==> config.mk <==
export PLATFORM = sky130hd
export DESIGN_NAME = uart_rx_pkt_reader
export DESIGN_NICKNAME = d
export VERILOG_FILES = /design/src/rtl/uart_rx_pkt_reader.sv
export SDC_FILE = /design/constraint.sdc
export NUM_CORES = 1
export LEC_CHECK = 0
export CAP_MARGIN = 20
export CORE_MARGIN = 2
export CORE_UTILIZATION = 37
export DETAILED_ROUTE_END_ITERATION = 8
export RECOVER_POWER = 50
export SYNTH_ARGS = -nofsm -noshare
export SYNTH_HDL_FRONTEND = slang
export SYNTH_SLANG_ARGS = --single-unit
==> constraint.sdc <==
create_clock -name clk -period 3.35 [get_ports clk]
set_input_delay 0.67 -clock clk [delete_from_list [all_inputs] [get_ports clk]]
set_output_delay 0.67 -clock clk [all_outputs]
set_load 0.05 [all_outputs]
==> src/rtl/uart_rx_pkt_reader.sv <==
// uart_rx_pkt_reader
// Drains the UART receive FIFO and rebuilds framed packets of the form
// SOF, LEN, LEN payload bytes, CHK where CHK is the XOR of LEN and every
// payload byte. Validated payloads are replayed on a valid/ready byte stream.
//
// Ports:
//   clk, rst_n   system clock, asynchronous active-low reset
//   flush        synchronous abort back to HUNT (no error reported)
//   rx_empty     UART RX FIFO empty
//   rdata        UART RX FIFO head byte (first-word fall-through)
//   rd           RX FIFO pop (combinational)
//   m_data       output payload byte
//   m_valid      output byte valid
//   m_ready      downstream accepts the byte
//   m_last       final payload byte of the packet
//   m_len        length of the packet being drained
//   pkt_ok       one-cycle pulse: packet validated
//   pkt_err      one-cycle pulse: packet dropped
//   err_code     last error: 1 bad length, 2 bad checksum, 3 timeout
//   err_count    dropped-packet count, saturating at 255
//   busy         reader is not hunting for a start-of-frame byte
module uart_rx_pkt_reader #(
    parameter int             MDW     = 8,
    parameter int             BAW     = 4,
    parameter logic [MDW-1:0] SOF     = 8'hA5,
    parameter int             TOW     = 16,
    parameter int             TIMEOUT = 1000
) (
    input  logic           clk,
    input  logic           rst_n,
    input  logic           flush,
    input  logic           rx_empty,
    input  logic [MDW-1:0] rdata,
    output logic           rd,
    output logic [MDW-1:0] m_data,
    output logic           m_valid,
    input  logic           m_ready,
    output logic           m_last,
    output logic [BAW:0]   m_len,
    output logic           pkt_ok,
    output logic           pkt_err,
    output logic [1:0]     err_code,
    output logic [7:0]     err_count,
    output logic           busy
);

    typedef enum logic [2:0] {
        ST_HUNT  = 3'd0,
        ST_LEN   = 3'd1,
        ST_PAY   = 3'd2,
        ST_CHK   = 3'd3,
        ST_DRAIN = 3'd4
    } state_t;

    localparam logic [BAW:0]   ONE_L     = (BAW+1)'(1);
    localparam logic [MDW:0]   MAX_LEN_V = (MDW+1)'(2**BAW);
    localparam logic [TOW-1:0] TO_LAST   = TOW'(TIMEOUT - 1);
    localparam logic [TOW-1:0] TO_ONE    = TOW'(1);

    // Running checksum step: XOR fold of one byte into the accumulator.
    function automatic logic [MDW-1:0] chk_fold(input logic [MDW-1:0] acc,
                                                input logic [MDW-1:0] b);
        return acc ^ b;
    endfunction

    // Saturating increment for the dropped-packet counter.
    function automatic logic [7:0] sat_inc(input logic [7:0] cnt);
        return (cnt == 8'hFF) ? cnt : cnt + 8'd1;
    endfunction

    state_t           state_r, state_s;
    logic [BAW:0]     len_r, idx_r, ridx_r, m_len_r;
    logic [MDW-1:0]   chk_r;
    logic [TOW-1:0]   tcnt_r;
    logic [MDW-1:0]   buf_r [0:(2**BAW)-1];
    logic             pkt_ok_r, pkt_err_r;
    logic [1:0]       err_code_r;
    logic [7:0]       err_count_r;

    logic             rd_s, busy_s, m_valid_s, m_last_s;
    logic [MDW-1:0]   m_data_s;
    logic             in_frame_s, len_bad_s, last_pay_s, chk_match_s;
    logic             hs_s, hs_last_s, tmo_s;
    logic             ok_s, err_s;
    logic [1:0]       code_s;

    assign in_frame_s  = (state_r == ST_LEN) || (state_r == ST_PAY) || (state_r == ST_CHK);
    assign len_bad_s   = (rdata == '0) || ({1'b0, rdata} > MAX_LEN_V);
    assign last_pay_s  = ((idx_r + ONE_L) == len_r);
    assign chk_match_s = (rdata == chk_r);
    assign hs_s        = (state_r == ST_DRAIN) && m_ready;
    assign hs_last_s   = hs_s && (ridx_r == (len_r - ONE_L));
    // The timeout fires on the idle cycle that would bring the count to TIMEOUT.
    assign tmo_s       = in_frame_s && !rd_s && (tcnt_r == TO_LAST);

    // State register.
    always_ff @(posedge clk or negedge rst_n) begin
        if (!rst_n) begin
            state_r <= ST_HUNT;
        end else begin
            state_r <= state_s;
        end
    end

    // Next-state logic plus error/accept event decode; flush overrides everything.
    always_comb begin
        state_s = state_r;
        ok_s    = 1'b0;
        err_s   = 1'b0;
        code_s  = 2'd0;
        if (flush) begin
            state_s = ST_HUNT;
        end else begin
            case (state_r)
                ST_HUNT: begin
                    if (rd_s && (rdata == SOF)) begin
                        state_s = ST_LEN;
                    end else begin
                        state_s = ST_HUNT;
                    end
                end
                ST_LEN: begin
                    if (rd_s) begin
                        if (len_bad_s) begin
                            state_s = ST_HUNT;
                            err_s   = 1'b1;
                            code_s  = 2'd1;
                        end else begin
                            state_s = ST_PAY;
                        end
                    end else if (tmo_s) begin
                        state_s = ST_HUNT;
                        err_s   = 1'b1;
                        code_s  = 2'd3;
                    end else begin
                        state_s = ST_LEN;
                    end
                end
                ST_PAY: begin
                    if (rd_s) begin
                        if (last_pay_s) begin
                            state_s = ST_CHK;
                        end else begin
                            state_s = ST_PAY;
                        end
                    end else if (tmo_s) begin
                        state_s = ST_HUNT;
                        err_s   = 1'b1;
                        code_s  = 2'd3;
                    end else begin
                        state_s = ST_PAY;
                    end
                end
                ST_CHK: begin
                    if (rd_s) begin
                        if (chk_match_s) begin
                            state_s = ST_DRAIN;
                            ok_s    = 1'b1;
                        end else begin
                            state_s = ST_HUNT;
                            err_s   = 1'b1;
                            code_s  = 2'd2;
                        end
                    end else if (tmo_s) begin
                        state_s = ST_HUNT;
                        err_s   = 1'b1;
                        code_s  = 2'd3;
                    end else begin
                        state_s = ST_CHK;
                    end
                end
                ST_DRAIN: begin
                    if (hs_last_s) begin
                        state_s = ST_HUNT;
                    end else begin
                        state_s = ST_DRAIN;
                    end
                end
                default: begin
                    state_s = ST_HUNT;
                end
            endcase
        end
    end

    // Output decode from the state register; pops are blocked in reset, flush and DRAIN.
    always_comb begin
        rd_s      = 1'b0;
        busy_s    = 1'b0;
        m_valid_s = 1'b0;
        m_data_s  = '0;
        m_last_s  = 1'b0;
        case (state_r)
            ST_HUNT, ST_LEN, ST_PAY, ST_CHK: begin
                rd_s   = rst_n && !rx_empty && !flush;
                busy_s = (state_r != ST_HUNT);
            end
            ST_DRAIN: begin
                busy_s    = 1'b1;
                m_valid_s = 1'b1;
                m_data_s  = buf_r[ridx_r[BAW-1:0]];
                m_last_s  = (ridx_r == (len_r - ONE_L));
            end
            default: begin
                busy_s = 1'b0;
            end
        endcase
    end

    // Frame datapath: length, checksum, indices, idle counter and status pulses.
    always_ff @(posedge clk or negedge rst_n) begin
        if (!rst_n) begin
            len_r       <= '0;
            idx_r       <= '0;
            ridx_r      <= '0;
            m_len_r     <= '0;
            chk_r       <= '0;
            tcnt_r      <= '0;
            pkt_ok_r    <= 1'b0;
            pkt_err_r   <= 1'b0;
            err_code_r  <= 2'd0;
            err_count_r <= 8'd0;
        end else if (flush) begin
            idx_r     <= '0;
            ridx_r    <= '0;
            tcnt_r    <= '0;
            pkt_ok_r  <= 1'b0;
            pkt_err_r <= 1'b0;
        end else begin
            pkt_ok_r  <= ok_s;
            pkt_err_r <= err_s;
            if (err_s) begin
                err_code_r  <= code_s;
                err_count_r <= sat_inc(err_count_r);
            end
            if (rd_s || err_s || !in_frame_s) begin
                tcnt_r <= '0;
            end else begin
                tcnt_r <= tcnt_r + TO_ONE;
            end
            if ((state_r == ST_LEN) && rd_s) begin
                len_r <= rdata[BAW:0];
                chk_r <= rdata;
                idx_r <= '0;
            end
            if ((state_r == ST_PAY) && rd_s) begin
                chk_r <= chk_fold(chk_r, rdata);
                idx_r <= idx_r + ONE_L;
            end
            if (ok_s) begin
                ridx_r  <= '0;
                m_len_r <= len_r;
            end else if (hs_s) begin
                ridx_r <= hs_last_s ? '0 : (ridx_r + ONE_L);
            end
        end
    end

    // Payload buffer; contents are only observed in DRAIN so it needs no reset.
    always_ff @(posedge clk) begin
        if ((state_r == ST_PAY) && rd_s) begin
            buf_r[idx_r[BAW-1:0]] <= rdata;
        end
    end

    assign rd        = rd_s;
    assign busy      = busy_s;
    assign m_valid   = m_valid_s;
    assign m_data    = m_data_s;
    assign m_last    = m_last_s;
    assign m_len     = m_len_r;
    assign pkt_ok    = pkt_ok_r;
    assign pkt_err   = pkt_err_r;
    assign err_code  = err_code_r;
    assign err_count = err_count_r;

endmodule

==> results of run 1 <==
==> registers in the layout (all words and copies together) (netlist names) <==
register / flops
m_len: 5
ridx_r: 5
state_r: 3
chk_r: 8
pkt_err: 1
err_count: 8
len_r: 5
tcnt_r: 16
idx_r: 5
err_code: 2
pkt_ok: 1
buf_r: 128
==> per-stage QoR <==
step | worst slack (ps) | util [%] | instances | hold WS, ps | power, mW
2_1_floorplan | 532.1 | - | 531 | 374.4 | 2.567
3_3_place_gp | 153.2 | 41.87 | 863 | 488.2 | 2.662
3_5_place_dp | 81.39 | 41.87 | 863 | 498.5 | 2.665
4_1_cts | 49.63 | 44.78 | 896 | 500.4 | 4.739
5_1_grt | 2.836 | 44.46 | 896 | 532.7 | 4.846
6_report | 85.86 | 44.46 | 896 | 515.4 | 4.690
==> layout make-up <==
cell class	instances	area, sq um
multi-input cells	313	2696
flip-flops and latches	187	5324
fillers	1931	12080
repair buffers	74	640.6
inverters	10	38.79
clock buffers	17	425.4
clock inverters	15	197.7
well taps	280	350.3
==> kinds of logic (layout without fill, tap and decap cells) <==
logic type | after synthesis | count (layout) | synth area share [%]
muxes | 48 | 48 | 12.12
AOI/OAI and AO/OA | 52 | 52 | 4.934
and+or+nand+nor | 162 | 162 | 10.23
buffers and inverters | 31 | 116 | 1.731
adders and majority gates | 8 | 8 | 1.226
xor gates and xnor gates | 43 | 43 | 4.612
DFF | 187 | 187 | 65.14
==> synth_stat cells (9+ instances only) <==
| master | instances | area [sq um] |
|---|---|---|
| sky130_fd_sc_hd__mux4_2 | 40 | 900.9 |
| sky130_fd_sc_hd__dfrtp_1 | 59 | 1476 |
| sky130_fd_sc_hd__nor2_1 | 35 | 131.4 |
| sky130_fd_sc_hd__nand2_1 | 35 | 131.4 |
| sky130_fd_sc_hd__clkbuf_1 | 12 | 45.04 |
| sky130_fd_sc_hd__inv_1 | 9 | 33.78 |
| sky130_fd_sc_hd__nor3_1 | 11 | 55.05 |
| sky130_fd_sc_hd__nand3_1 | 23 | 115.1 |
| sky130_fd_sc_hd__edfxtp_1 | 128 | 3844 |
| sky130_fd_sc_hd__a21oi_1 | 15 | 75.07 |
| sky130_fd_sc_hd__nor2b_1 | 9 | 56.30 |
| sky130_fd_sc_hd__xor2_1 | 19 | 166.4 |
| sky130_fd_sc_hd__xnor2_1 | 24 | 210.2 |
| sky130_fd_sc_hd__and3_1 | 10 | 62.56 |
==> power groups by stage <==
stage | combinational [mW] | sequential [mW] | clock [mW]
floorplan | 0.0403 | 2.53 | 0
global placement | 0.136 | 2.53 | 0
detailed placement | 0.139 | 2.53 | 0
CTS | 0.139 | 2.48 | 2.12
global route | 0.139 | 2.48 | 2.23
finish | 0.126 | 2.48 | 2.09
==> placed cells by master, fill, tap and decap left out, drive strengths merged, types with 3 or more instances in the layout <==
cell type | Yosys | routed
clkdlybuf4s50 | 0 | 17
a311oi | 8 | 8
dlygate4sd3 | 0 | 12
mux4 | 40 | 40
nor3 | 12 | 12
xor2 | 19 | 19
clkinv | 1 | 4
ha | 8 | 8
a211oi | 4 | 4
and2 | 5 | 5
nand4 | 8 | 8
a21oi | 15 | 15
a31oi | 4 | 4
and3 | 10 | 10
a2111oi | 3 | 3
buf | 9 | 28
nor2 | 35 | 35
dfrtp | 59 | 59
and4 | 4 | 4
clkinvlp | 0 | 3
or3 | 4 | 4
clkbuf | 12 | 34
nand3 | 23 | 23
o21ai | 7 | 7
inv | 9 | 16
mux2 | 7 | 7
edfxtp | 128 | 128
nor2b | 9 | 9
xnor2 | 24 | 24
nor4 | 6 | 6
nand2 | 35 | 35
==> worst paths after layout <==
path | from | endpoint | slack, ps | cells past startpoint
worst max-delay path | ridx_r[0]$_DFFE_PN0P_ | m_data[2] | 90 | 5
worst min-delay path | m_len[0]$_DFFE_PN0P_ | m_len[0]$_DFFE_PN0P_ | 520 | 1
worst max register to register | state_r[2]$_DFF_PN0_ | buf_r[8][0]$_DFFE_PP_ | 630 | 4
worst min register to register | m_len[0]$_DFFE_PN0P_ | m_len[0]$_DFFE_PN0P_ | 520 | 1
max in group asynchronous | rst_n | ridx_r[0]$_DFFE_PN0P_ | 1430 | 2
min in group asynchronous | rst_n | ridx_r[0]$_DFFE_PN0P_ | 850 | 2
==> repair_timing <==
action | in CTS | in global routing
setup buffers | 1 | 0
resized for setup | 1 | 0
setup endpoints to repair | 8 | 0
==> metal layers <==
| layer | wire length [um] | track usage [%] |
|---|---|---|
| met1 | 8302 | 22.77 |
| met2 | 8492 | 25.05 |
| met3 | 841 | 3.584 |
| met4 | 323 | 4.674 |
| met5 | 13 | 0 |
==> results.json, run 1 <==
{
  "cpPeakStageDelay_ps": 550,
  "drt-initial-drc-count": 321,
  "hold_viol": 0,
  "fin_setup_tns_ps": 0,
  "crit_path_max_fo": 16,
  "power_per_cell_area_mw_per_mm2": 484.8,
  "drt-total-wl_um": 17970,
  "cp_top_family": "multiplexers",
  "power_switching_mw": 1.030,
  "syn-cell-area_sq_mm": 0.008167,
  "drive_gt1_share_pct": 18.99,
  "grt_overflow": 0,
  "drt-pass1-iter-count": 5,
  "postSynth.topFlopCell": "sky130_fd_sc_hd__edfxtp_1",
  "synth-edff-count": 128,
  "cpMostUsedCell": "sky130_fd_sc_hd__mux4_2",
  "per_cell_via_count_in_the_routed_design": 5.292,
  "cts_max_level": 4,
  "path_clk_slew_ps": 70,
  "grtUsageTotal_pct": 16.07,
  "flow.area_growth_from_synthesis_pct": 18.45,
  "synthArstFlopShare_pct": 31.55,
  "drc_errors": 0,
  "synth.avg_cell_area_sq_um": 15.38,
  "synth_nets": 552,
  "cts_hold_buffers": 0,
  "clock_skew_ps": 9.651,
  "critical_path_class": "reg2out",
  "synth_cell_type_count": 52,
  "number_of_top_level_pins": 42,
  "place.gp.congestion": 0.8085,
  "worstSetupEndpointType": "output port",
  "max-vdd-ir-drop_mv": 0.2972,
  "placement.cell_area_sq_mm": 0.009109,
  "clock_sink_count": 187,
  "pin_count_of_the_biggest_net_entering_global_routing": 61,
  "cp-start-kind": "flop",
  "die_h_um": 152.6,
  "run_status": "finished with violations",
  "rows": 54,
  "antenna_found_initial": 1,
  "ant_nets": 0,
  "drv_cap": 1,
  "route.vias.total": 4742,
  "cp_data_arrival_time_ps": 2590,
  "finish.net_count": 624,
  "cts_made_buffers": 17,
  "max_clock_freq_ghz": 0.3064,
  "slew-limit-headroom_pct": -1.169,
  "fp.dieW_um": 152.6,
  "initial_utilization_pct": 37.54,
  "finalWorstPathRequiredPeriod_ps": 3264,
  "final_cell_area_sq_mm": 0.009673,
  "clk_latency_worst_skew_pair_ps": 430,
  "switching_share_pct": 21.96,
  "power.share.sequential_pct": 52.8,
  "vias_in_the_first_global_route": 4801,
  "timing_max_transition_violations_final": 61,
  "yosysWarnings": 0,
  "leakagePower_nw": 3.331,
  "setup_violations": 0,
  "path_buf_inv": 2,
  "holdCritPathClass": "reg2reg",
  "num_antenna_cells": 0,
  "clockBufferDepth": 2,
  "io_buffers": 41,
  "grt_first_pass_wirelength_um": 28600,
  "crit_path_cell_trace": "buf_12 > mux4_2 > mux4_2 > nor2b_1 > buf_4",
  "core_footprint_sq_mm": 0.02176,
  "final.period_utilization_pct": 97.44,
  "cts_tree": "built",
  "power.share.combinational_pct": 2.7,
  "syn-instance-count": 531,
  "clock_tree.root_cell": "sky130_fd_sc_hd__clkbuf_16",
  "number_of_storage_elements_in_the_synthesis_netlist": 187,
  "post-dp-hpwl_um": 12650,
  "rsz_0062_raised_after_global_routing": "false",
  "tightestPinTransition_ps": 1518,
  "required_ps": 2680,
  "p_int_mw": 3.660,
  "die_area_sq_mm": 0.02328,
  "p_clk_share_pct": 44.5,
  "crit_slowest_cell": "sky130_fd_sc_hd__mux4_2",
  "synth_seq_area_share_pct": 65.14,
  "failing_checks": "max-capacitance violations, max-slew violations",
  "detail_route.wl_per_cell_um": 20.06
}
(Power assumes the default switching activity.)
==> run 2: changes to the inputs <==
Settings changed: CORE_MARGIN 2 to 5, CORE_UTILIZATION 37 to 50, PLACE_DENSITY set to 0.68.
==> run 2 against run 1 <==
  * The flow still finishes with violations (max-capacitance violations, max-slew violations)
  * Clock-buffer cell count rose by 3
  * Via count rose by 2.1%
  * Sequential power barely moved
  * Final cell count fell by 7.0%
  * Flip-flop and latch count did not move
  * Highest routed layer is now met4
  * Sequential share of layout area rose by 0.48 points
==> results.json, run 2 (synthesis results as in run 1) <==
{
  "grtUsageTotal_pct": 20.85,
  "hold-worst-slack_ps": 484.9,
  "clk_latency_worst_skew_pair_ps": 420,
  "cpMostUsedCell": "sky130_fd_sc_hd__mux4_2",
  "detail_route.wl_per_cell_um": 22.11,
  "drt-initial-drc-count": 421,
  "die_h_um": 137.8,
  "cp_data_arrival_time_ps": 2590,
  "route.met2.wl_um": 8829,
  "num_antenna_cells": 0,
  "clockBufferDepth": 2,
  "failing_checks": "max-capacitance violations, max-slew violations",
  "clock_tree.root_cell": "sky130_fd_sc_hd__clkbuf_16",
  "reg2reg_to": "buf_r[1][7]$_DFFE_PP_",
  "antenna_found_initial": 0,
  "ant_nets": 0,
  "crit_path_cell_trace": "bufbuf_16 > mux4_2 > mux4_2 > nor2b_1 > buf_4",
  "cts_made_buffers": 17,
  "cts_max_level": 4,
  "final.period_utilization_pct": 97.39,
  "cp_top_family": "multiplexers",
  "p_clk_share_pct": 44.3,
  "critical_path_class": "reg2out",
  "timing.reg2reg.worst_path_depth": 4,
  "max-vdd-ir-drop_mv": 0.3991,
  "io_buffers": 41,
  "grt_overflow": 0,
  "route.vias.total": 4840,
  "mostFrequentLayoutCells": "sky130_fd_sc_hd__edfxtp_1 (128), sky130_fd_sc_hd__dfrtp_1 (57), sky130_fd_sc_hd__mux4_2 (40)",
  "run_status": "finished with violations",
  "min_to": "err_code[0]$_DFFE_PN0P_",
  "drive_gt1_share_pct": 18.80,
  "clock_skew_ps": 5.486,
  "path_buf_inv": 2,
  "finish.net_count": 625,
  "fp.dieW_um": 137.8,
  "power_per_cell_area_mw_per_mm2": 487.9,
  "routed-wl-met3_um": 1198,
  "holdCritPathClass": "reg2reg",
  "power_switching_mw": 0.9159,
  "drc_errors": 0,
  "die_area_sq_mm": 0.01899,
  "p_total_mw": 4.678,
  "rrSetupSlack_ps": 700,
  "core_footprint_sq_mm": 0.01594,
  "setup_violations": 0,
  "grt_first_pass_wirelength_um": 28880,
  "crit_path_max_fo": 15,
  "post-place-cells": 797,
  "layout.cells.non_filler": 833,
  "drv_cap": 1,
  "power.share.combinational_pct": 2.5,
  "drt-pass1-iter-count": 4,
  "switching_share_pct": 19.58,
  "rows": 46,
  "p_int_mw": 3.762,
  "drt-total-wl_um": 18420,
  "max_clock_freq_ghz": 0.3065,
  "vias_in_the_first_global_route": 4924,
  "power.share.sequential_pct": 53.1,
  "hold_viol": 0,
  "cp-start-kind": "flop",
  "pin_count_of_the_biggest_net_entering_global_routing": 61,
  "timing_max_transition_violations_final": 61,
  "slew-limit-headroom_pct": -2.954,
  "rsz_0062_raised_after_global_routing": "false",
  "place.gp.congestion": 0.8032,
  "tightestPinTransition_ps": 1544,
  "initial_utilization_pct": 51.22,
  "routed_length_on_met1_um": 8043,
  "cts_tree": "built",
  "worstSetupEndpointType": "output port",
  "r2r_start": "state_r[2]$_DFF_PN0_",
  "cpPeakStageDelay_ps": 530,
  "top_layer_used": "met4",
  "cts_hold_buffers": 0,
  "path_clk_slew_ps": 70,
  "hold_start": "err_code[0]$_DFFE_PN0P_",
  "number_of_top_level_pins": 42,
  "required_ps": 2680,
  "flow.area_growth_from_synthesis_pct": 17.40,
  "clock_sink_count": 187,
  "per_cell_via_count_in_the_routed_design": 5.810,
  "fin_setup_tns_ps": 0,
  "hold_path_depth": 2,
  "leakagePower_nw": 3.343,
  "final_common_cell": "sky130_fd_sc_hd__edfxtp_1",
  "largest_register_ff_count": 128,
  "post-dp-hpwl_um": 12380,
  "crit_slowest_cell": "sky130_fd_sc_hd__mux4_2",
  "finalWorstPathRequiredPeriod_ps": 3263
}
## run 2: timing repair
item,CTS,global route
setup buffers,2,1
resized for setup,0,1
setup endpoints to repair,1,3
gates cloned,1,0
## run 2: cell type report
| type | instances | area (sq um) |
|---|---|---|
| Timing Repair Buffer | 75 | 653.1 |
| Tap cell | 216 | 270.3 |
| Sequential cell | 187 | 5323 |
| Clock buffer | 20 | 436.7 |
| Clock inverter | 12 | 170.2 |
| Inverter | 10 | 38.79 |
| Multi-Input combinational cell | 313 | 2696 |
| Fill cell | 1257 | 6355 |
## run 2: per-layer routing
| layer | global-route usage [%] | up-vias |
|---|---|---|
| li1 | - | 2193 |
| met1 | 29.33 | 2449 |
| met2 | 31.51 | 173 |
| met3 | 6.099 | 25 |
| met4 | 6.861 | 0 |
| met5 | 0 | - |
## run 2: worst max-delay path by stage
stage,from,endpoint,slack [ps],cells past startpoint
2_1_floorplan,ridx_r[0]$_DFFE_PN0P_,m_data[0],530,5
3_3_place_gp,flush,buf_r[0][5]$_DFFE_PP_,140,5
3_5_place_dp,flush,buf_r[1][5]$_DFFE_PP_,10,5
4_1_cts,ridx_r[0]$_DFFE_PN0P_,m_data[6],70,5
5_1_grt,ridx_r[0]$_DFFE_PN0P_,m_data[2],9,5
6_report,ridx_r[0]$_DFFE_PN0P_,m_data[6],90,5
## run 2: metrics by stage
step	area, sq um	util, %	setup WS [ps]
after floorplan	8167	-	532.1
after global placement	8979	56.32	135.9
after detailed placement	8979	56.32	12.91
after CTS	9633	60.42	70.96
after global routing	9588	60.14	9.230
final	9588	60.14	87.45
## run 2: power by group through the flow
stage,registers [mW],clock network (mW),logic [mW]
6_report,2.49,2.07,0.118
5_1_grt,2.48,2.21,0.130
4_1_cts,2.48,2.10,0.128
3_5_place_dp,2.53,0,0.127
3_3_place_gp,2.53,0,0.125
2_1_floorplan,2.53,0,0.0403
## run 2: worst reg2reg max path, stage by stage (launching register included)
cell,delay [ps]
sky130_fd_sc_hd__dfrtp_1,450
sky130_fd_sc_hd__or4b_1,590
sky130_fd_sc_hd__or3_1,440
sky130_fd_sc_hd__nor3_1,370
sky130_fd_sc_hd__and2_1,450
